## config.mk

```make
export PLATFORM = sky130hd
export DESIGN_NAME = vreg_lane_requester
export DESIGN_NICKNAME = d
export VERILOG_FILES = /design/src/rtl/vreg_lane_requester_pkg.sv /design/src/rtl/vreg_lane_requester.sv
export SDC_FILE = /design/constraint.sdc
export NUM_CORES = 1
export LEC_CHECK = 0
export ABC_CLOCK_PERIOD_IN_PS = 2950
export CAP_MARGIN = 20
export CORE_ASPECT_RATIO = 0.7
export CORE_MARGIN = 1.5
export CORE_UTILIZATION = 40
export DETAILED_ROUTE_END_ITERATION = 16
export MAX_ROUTING_LAYER = met4
export PLACE_DENSITY = 0.77
export RECOVER_POWER = 25
export SKIP_LAST_GASP = 1
export SYNTH_ARGS = -nofsm -noshare
export SYNTH_HDL_FRONTEND = slang
export SYNTH_SLANG_ARGS = --single-unit
```

## constraint.sdc

```tcl
create_clock -name clk -period 2.95 [get_ports clk]
set_clock_uncertainty 0.15 [all_clocks]
set_input_delay 0.4425 -clock clk [delete_from_list [all_inputs] [get_ports clk]]
set_output_delay 0.4425 -clock clk [all_outputs]
set_load 0.01 [all_outputs]
```

## src/rtl/vreg_lane_requester_pkg.sv

```systemverilog
// Shared definitions for the vector-register crossbar: geometry, request
// record and the lane requester state encoding.
package vreg_lane_requester_pkg;

  localparam int NUM_OF_VECTOR_REG = 8;
  localparam int VECTOR_REG_DEPTH  = 16;
  localparam int VECTOR_REG_WIDTH  = 32;

  localparam int VREG_W = $clog2(NUM_OF_VECTOR_REG);
  localparam int AW     = $clog2(VECTOR_REG_DEPTH);

  typedef enum logic {
    READ_REQ  = 1'b0,
    WRITE_REQ = 1'b1
  } access_type_e;

  typedef struct packed {
    logic                        vld;
    logic [VREG_W-1:0]           vec_reg_ptr;
    logic [AW-1:0]               addr;
    access_type_e                access_type;
    logic [AW-1:0]               access_length;
    logic [VECTOR_REG_WIDTH-1:0] data;
  } cntrl_req_t;

  typedef enum logic [2:0] {
    IDLE = 3'd0,
    LOAD = 3'd1,
    REQ  = 3'd2,
    WAIT = 3'd3,
    FIN  = 3'd4
  } vreq_state_e;

  // Element address inside a vector register; wraps at the register depth.
  function automatic logic [AW-1:0] elem_addr(input logic [AW-1:0] base,
                                              input logic [AW:0]   idx);
    return base + idx[AW-1:0];
  endfunction

endpackage

```

## src/rtl/vreg_lane_requester.sv

```systemverilog
// Lane-side crossbar initiator: splits a vector command into single-element
// requests, reissues ungranted ones and hands read data back to the lane.
module vreg_lane_requester
  import vreg_lane_requester_pkg::*;
#(
  parameter int STARVE_LIMIT = 16
) (
  input  logic                        clk,
  input  logic                        reset,
  input  logic                        cmd_vld,
  output logic                        cmd_rdy,
  input  logic                        cmd_write,
  input  logic [VREG_W-1:0]           cmd_vreg,
  input  logic [AW-1:0]               cmd_base,
  input  logic [AW:0]                 cmd_len,
  input  logic                        wr_data_vld,
  output logic                        wr_data_rdy,
  input  logic [VECTOR_REG_WIDTH-1:0] wr_data,
  output cntrl_req_t                  req,
  input  logic                        rsp_vld,
  input  logic [VREG_W-1:0]           rsp_addr,
  input  logic [VECTOR_REG_WIDTH-1:0] vreg_rd_data,
  output logic                        rd_data_vld,
  output logic [VECTOR_REG_WIDTH-1:0] rd_data,
  output logic                        done,
  output logic                        err,
  output logic                        starve
);

  localparam int RW = $clog2(STARVE_LIMIT + 1);
  localparam logic [RW-1:0] RETRY_MAX = RW'(STARVE_LIMIT);

  vreq_state_e                 state_reg, state_next;
  logic                        write_reg;
  logic [VREG_W-1:0]           vreg_reg;
  logic [AW-1:0]               base_reg;
  logic [AW:0]                 len_reg;
  logic [AW:0]                 idx_reg;
  logic [VECTOR_REG_WIDTH-1:0] data_reg;
  logic [RW-1:0]               retry_reg;
  logic [RW-1:0]               retry_next;
  logic                        rd_data_vld_reg;
  logic [VECTOR_REG_WIDTH-1:0] rd_data_reg;
  logic                        err_reg;
  logic                        starve_reg;

  logic                        grant;
  logic                        last_elem;
  logic                        stray_rsp;
  logic [AW:0]                 remaining;

  // A response only counts as our grant when we are waiting for it and it
  // names our register; anything else is flagged and otherwise ignored.
  assign grant     = rsp_vld && (state_reg == WAIT) && (rsp_addr == vreg_reg);
  assign stray_rsp = rsp_vld && ((state_reg != WAIT) || (rsp_addr != vreg_reg));
  assign last_elem = ((idx_reg + (AW+1)'(1)) == len_reg);
  assign remaining = len_reg - idx_reg;
  assign retry_next = (retry_reg == RETRY_MAX) ? retry_reg : retry_reg + RW'(1);

  always_comb begin
    state_next = state_reg;
    case (state_reg)
      IDLE: begin
        if (cmd_vld) begin
          if (cmd_len == '0)  state_next = FIN;
          else if (cmd_write) state_next = LOAD;
          else                state_next = REQ;
        end
      end
      LOAD: if (wr_data_vld) state_next = REQ;
      REQ:  state_next = WAIT;
      WAIT: begin
        if (grant) begin
          if (last_elem)      state_next = FIN;
          else if (write_reg) state_next = LOAD;
          else                state_next = REQ;
        end else begin
          state_next = REQ;
        end
      end
      FIN:     state_next = IDLE;
      default: state_next = IDLE;
    endcase
  end

  always_ff @(posedge clk or posedge reset) begin
    if (reset) begin
      state_reg       <= IDLE;
      write_reg       <= 1'b0;
      vreg_reg        <= '0;
      base_reg        <= '0;
      len_reg         <= '0;
      idx_reg         <= '0;
      data_reg        <= '0;
      retry_reg       <= '0;
      rd_data_vld_reg <= 1'b0;
      rd_data_reg     <= '0;
      err_reg         <= 1'b0;
      starve_reg      <= 1'b0;
    end else begin
      state_reg       <= state_next;
      rd_data_vld_reg <= 1'b0;

      if (state_reg == IDLE && cmd_vld) begin
        write_reg <= cmd_write;
        vreg_reg  <= cmd_vreg;
        base_reg  <= cmd_base;
        len_reg   <= cmd_len;
        idx_reg   <= '0;
        retry_reg <= '0;
      end

      if (state_reg == LOAD && wr_data_vld) data_reg <= wr_data;

      if (state_reg == WAIT) begin
        if (grant) begin
          idx_reg   <= idx_reg + (AW+1)'(1);
          retry_reg <= '0;
          if (!write_reg) begin
            rd_data_vld_reg <= 1'b1;
            rd_data_reg     <= vreg_rd_data;
          end
        end else begin
          // Saturating count of consecutive misses on the same element.
          retry_reg <= retry_next;
          if (retry_next == RETRY_MAX) starve_reg <= 1'b1;
        end
      end

      if (stray_rsp) err_reg <= 1'b1;
    end
  end

  always_comb begin
    req = '0;
    if (state_reg == REQ) begin
      req.vld           = 1'b1;
      req.vec_reg_ptr   = vreg_reg;
      req.addr          = elem_addr(base_reg, idx_reg);
      req.access_type   = write_reg ? WRITE_REQ : READ_REQ;
      req.access_length = remaining[AW-1:0];
      req.data          = write_reg ? data_reg : '0;
    end
  end

  assign cmd_rdy     = (state_reg == IDLE);
  assign wr_data_rdy = (state_reg == LOAD);
  assign done        = (state_reg == FIN);
  assign rd_data_vld = rd_data_vld_reg;
  assign rd_data     = rd_data_reg;
  assign err         = err_reg;
  assign starve      = starve_reg;

endmodule
```

==> run summary <==
Area taken by flip-flops and latches -> 2330 sq um
Worst path bufs/invs -> 2
# H-tree levels -> 3
Dominant delay contributor by cell family on the critical path -> buffers and inverters
Routed length per placed instance -> 16.57 um
Net Count, Synth -> 475
Capture endpoint of the worst hold path -> err
Post-synthesis instance total -> 379
Maximum number of pins on one net before global-route repair -> 47
Drt initial violations -> 197
Critical Path Start Type -> flip-flop
Crit path kind -> reg2out
Setup_tns -> 0 ns
Cell chain of the critical path -> inv_1 > ha_1 > a21o_1 > a21oi_1 > xor2_1 > nor2_1 > clkdlybuf4s50_1
Ant diodes -> 0
Flop pwr share -> 0.360
Number of detailed-routing iterations run before antenna repair -> 4
Sw Pwr -> 2.147 mW
Count of unresolved DRC violations after routing -> 0
Time the worst path needs with I/O delays and setup -> 2.852 ns
Netlist cell types -> 43
Headroom to the max-slew limit -> 0.2234
Reported max-cap violation count -> 0
Sequential cell area fraction in the yosys report -> 0.5268
Aggregate routed wire length -> 11.54 mm
Fin. max-slew vios -> 0
Placed Instances -> 681
Initial antenna violation count -> 0
First-pass GRT wire length -> 18.70 mm
IR Drop Worst-Case VDD -> 0.0005105 V
Post-synthesis cell area -> 4418 sq um
Slew at the pin closest to its max-slew limit -> 1.165 ns
Routability congestion estimate from global placement -> 0.8728
Internal power consumption -> 4.145 mW
Final net count -> 640
Number of cells on the worst hold path -> 1
Fraction of layout instances using a drive strength above 1 -> 0.1259
Number of hold violations in the final report -> 0
Setup repair after global routing missed its margin -> yes
Post-Layout Inst Area -> 6540 sq um
Initial core utilization -> 0.4188
Startpoint of the lowest-slack register-to-register path -> state_reg[0]
Vias per std cell -> 5.040
Dominant register cell in the synthesized netlist -> sky130_fd_sc_hd__dfrtp_1
Max Clk Rate -> 350.6 MHz
Vias post-DR -> 3508
Area Growth Syn to Fin -> 48.03%
Async set or reset register ratio after synthesis -> 1.000
Cell area power density -> 962.1 nW/um^2
Hold WC Path Type -> reg2reg
Number of register bits inferred by synthesis -> 93
Synth Warn # -> 0
Critical path's slowest cell -> sky130_fd_sc_hd__clkdlybuf4s50_1
Clock insertion delay at the later pin of the skew report -> 0.34 ns
GRT Residual Overflow -> 0
Via count of the first global-routing pass -> 3681
Number of primary I/O pins -> 168
Internal reg-to-reg setup slack -> 0.82 ns
Average cell area after synthesis -> 11.66 sq um
Core Footprint -> 10550 sq um
Startpoint of the tightest hold check path -> err
EDFF count, synth -> 0
Cell at the root of the clock tree -> sky130_fd_sc_hd__clkbuf_16
Share of power burned in the clock network -> 0.180
Placed inst area -> 6262 sq um
Leakage power of the design -> 2.926 nW
Sink count of the clock tree -> 93
Port Buffers -> 167
Period Utilization, post-route -> 0.9668
Required time of the worst setup path -> 2.36 ns
Combinational Power Share -> 0.459
Destination of the worst register-to-register timing path -> data_reg[7]
Worst r2r path cells -> 4
Width of the chip -> 128.6 um
Clock tree from TritonCTS -> done
Maximum fanout count along the critical path -> 5
Total Power Consumption -> 6.292 mW
Global-route total usage across every layer -> 0.2118
Outcome -> finished, final reports clean
Min Hold Slack -> 0.3164 ns
Clock-pin slew on the worst setup and hold paths -> 0.06 ns
Post-DP HPWL -> 8.459 mm
Number of inserted filler cells in the final layout -> 863
Kind of capture point of the worst setup path -> primary output
DIE AREA -> 11690 sq um
Number of rows created at floorplan -> 31
Setup-violating endpoint count in the final report -> 0
Die outline height -> 90.93 um
Largest incremental delay on the critical path -> 0.55 ns
Critical path depth in cells -> 7
Arrival time of the worst setup path -> 2.26 ns
Clock buffer count from CTS -> 9
Max Buffers Root-to-Sink -> 2
Net switching share of the total power -> 0.3413
Area of combinational cells with multiple inputs -> 1939 sq um
Post-CTS setup buffer count -> 0
ANT nets after route -> 0
Layout Cells excl Fill -> 696
-- logic make-up (layout without fill, tap and decap cells) --
kind of cell             after synthesis  in the layout  share of synthesized area
AND/OR/NAND/NOR                      126            126                     0.1509
flip-flops                            93             93                     0.5268
multiplexers                          65             65                     0.1657
buffers and inverters                 33            202                    0.03483
AO/OA/AOI/OAI                         32             32                    0.04956
XOR/XNOR                              19             19                    0.03767
adder cells (fa/ha/maj)               11             11                    0.03455
-- cell type report --
cell class                 count  area share
tap                          148     0.02831
sequential                    93      0.3562
timing repair buffer         177      0.2688
inverter                      10    0.005931
clock buffer                  10     0.03501
multi-input combinational    253      0.2965
clock inverter                 5    0.009183
-- power by group through the flow --
stage	Clock (mW)	Combinational [mW]	Sequential, mW
floorplan	0	1.50	2.25
global placement	0	2.82	2.24
detailed placement	0	2.90	2.28
CTS	1.16	2.92	2.27
global route	1.22	3.15	2.36
finish	1.13	2.89	2.27
-- synthesized netlist by cell type (7+ instances only) --
| cell type | number | area (sq um) |
|---|---|---|
| sky130_fd_sc_hd__inv_1 | 9 | 33.78 |
| sky130_fd_sc_hd__ha_1 | 9 | 112.6 |
| sky130_fd_sc_hd__and3_1 | 33 | 206.5 |
| sky130_fd_sc_hd__mux2_1 | 30 | 337.8 |
| sky130_fd_sc_hd__xnor2_1 | 11 | 96.34 |
| sky130_fd_sc_hd__and2_1 | 10 | 62.56 |
| sky130_fd_sc_hd__xor2_1 | 8 | 70.07 |
| sky130_fd_sc_hd__nor2_1 | 13 | 48.80 |
| sky130_fd_sc_hd__dfrtp_1 | 93 | 2327 |
| sky130_fd_sc_hd__clkbuf_1 | 14 | 52.55 |
| sky130_fd_sc_hd__mux2_2 | 35 | 394.1 |
| sky130_fd_sc_hd__nand3_1 | 7 | 35.03 |
| sky130_fd_sc_hd__nand2_1 | 46 | 172.7 |
-- layer usage --
metal | share of wire | global-route usage | vias up | wire length [um]
met4 | 0.020 | 0.06554 | 0 | 230
li1 | - | - | 1633 | -
met3 | 0.065 | 0.05952 | 16 | 746
met2 | 0.47 | 0.3324 | 133 | 5452
met1 | 0.44 | 0.2670 | 1726 | 5107
met5 | 0 | - | - | 0
-- layout by cell type, fill, tap and decap left out, types with 7 or more instances in the layout --
cell type | synthesis | routed
sky130_fd_sc_hd__clkdlybuf4s50_1 | 0 | 166
sky130_fd_sc_hd__nand2_1 | 46 | 46
sky130_fd_sc_hd__inv_1 | 9 | 8
sky130_fd_sc_hd__mux2_2 | 35 | 35
sky130_fd_sc_hd__and3_1 | 33 | 33
sky130_fd_sc_hd__and2_1 | 10 | 10
sky130_fd_sc_hd__mux2_1 | 30 | 30
sky130_fd_sc_hd__nor2_1 | 13 | 13
sky130_fd_sc_hd__nand3_1 | 7 | 7
sky130_fd_sc_hd__xor2_1 | 8 | 8
sky130_fd_sc_hd__ha_1 | 9 | 9
sky130_fd_sc_hd__xnor2_1 | 11 | 11
sky130_fd_sc_hd__dfrtp_1 | 93 | 91
sky130_fd_sc_hd__clkbuf_16 | 0 | 9
-- what timing repair did --
item	CTS	global route
hold buffers	0	0
resized for setup	0	4
endpoints found under the setup margin	0	32
-- worst register-to-register path, cell delays in order, from the launching register on --
cell and delay, ns:
sky130_fd_sc_hd__dfrtp_1 0.51, sky130_fd_sc_hd__nor3b_1 0.39, sky130_fd_sc_hd__and2_1 0.18, sky130_fd_sc_hd__buf_4 0.37, sky130_fd_sc_hd__mux2_2 0.41
-- through the flow --
stage / setup WS [ns] / util
2_1_floorplan: 0.8670 / -
3_3_place_gp: 0.4199 / 0.5936
3_5_place_dp: 0.3289 / 0.5936
4_1_cts: 0.02309 / 0.6210
5_1_grt: -0.04135 / 0.6199
6_report: 0.09782 / 0.6199
-- how the worst max path moves through the flow --
stage                 startpoint     endpoint  slack (ns)
floorplan            rsp_addr[2]  rd_data[10]        0.87
global placement     rsp_addr[2]  rd_data[31]        0.42
detailed placement   rsp_addr[2]  rd_data[31]        0.33
CTS                 state_reg[1]       req[4]        0.02
global route        state_reg[1]       req[4]       -0.04
finish                idx_reg[1]      req[35]         0.1
No activity file was read; power rests on OpenSTA's default activity.
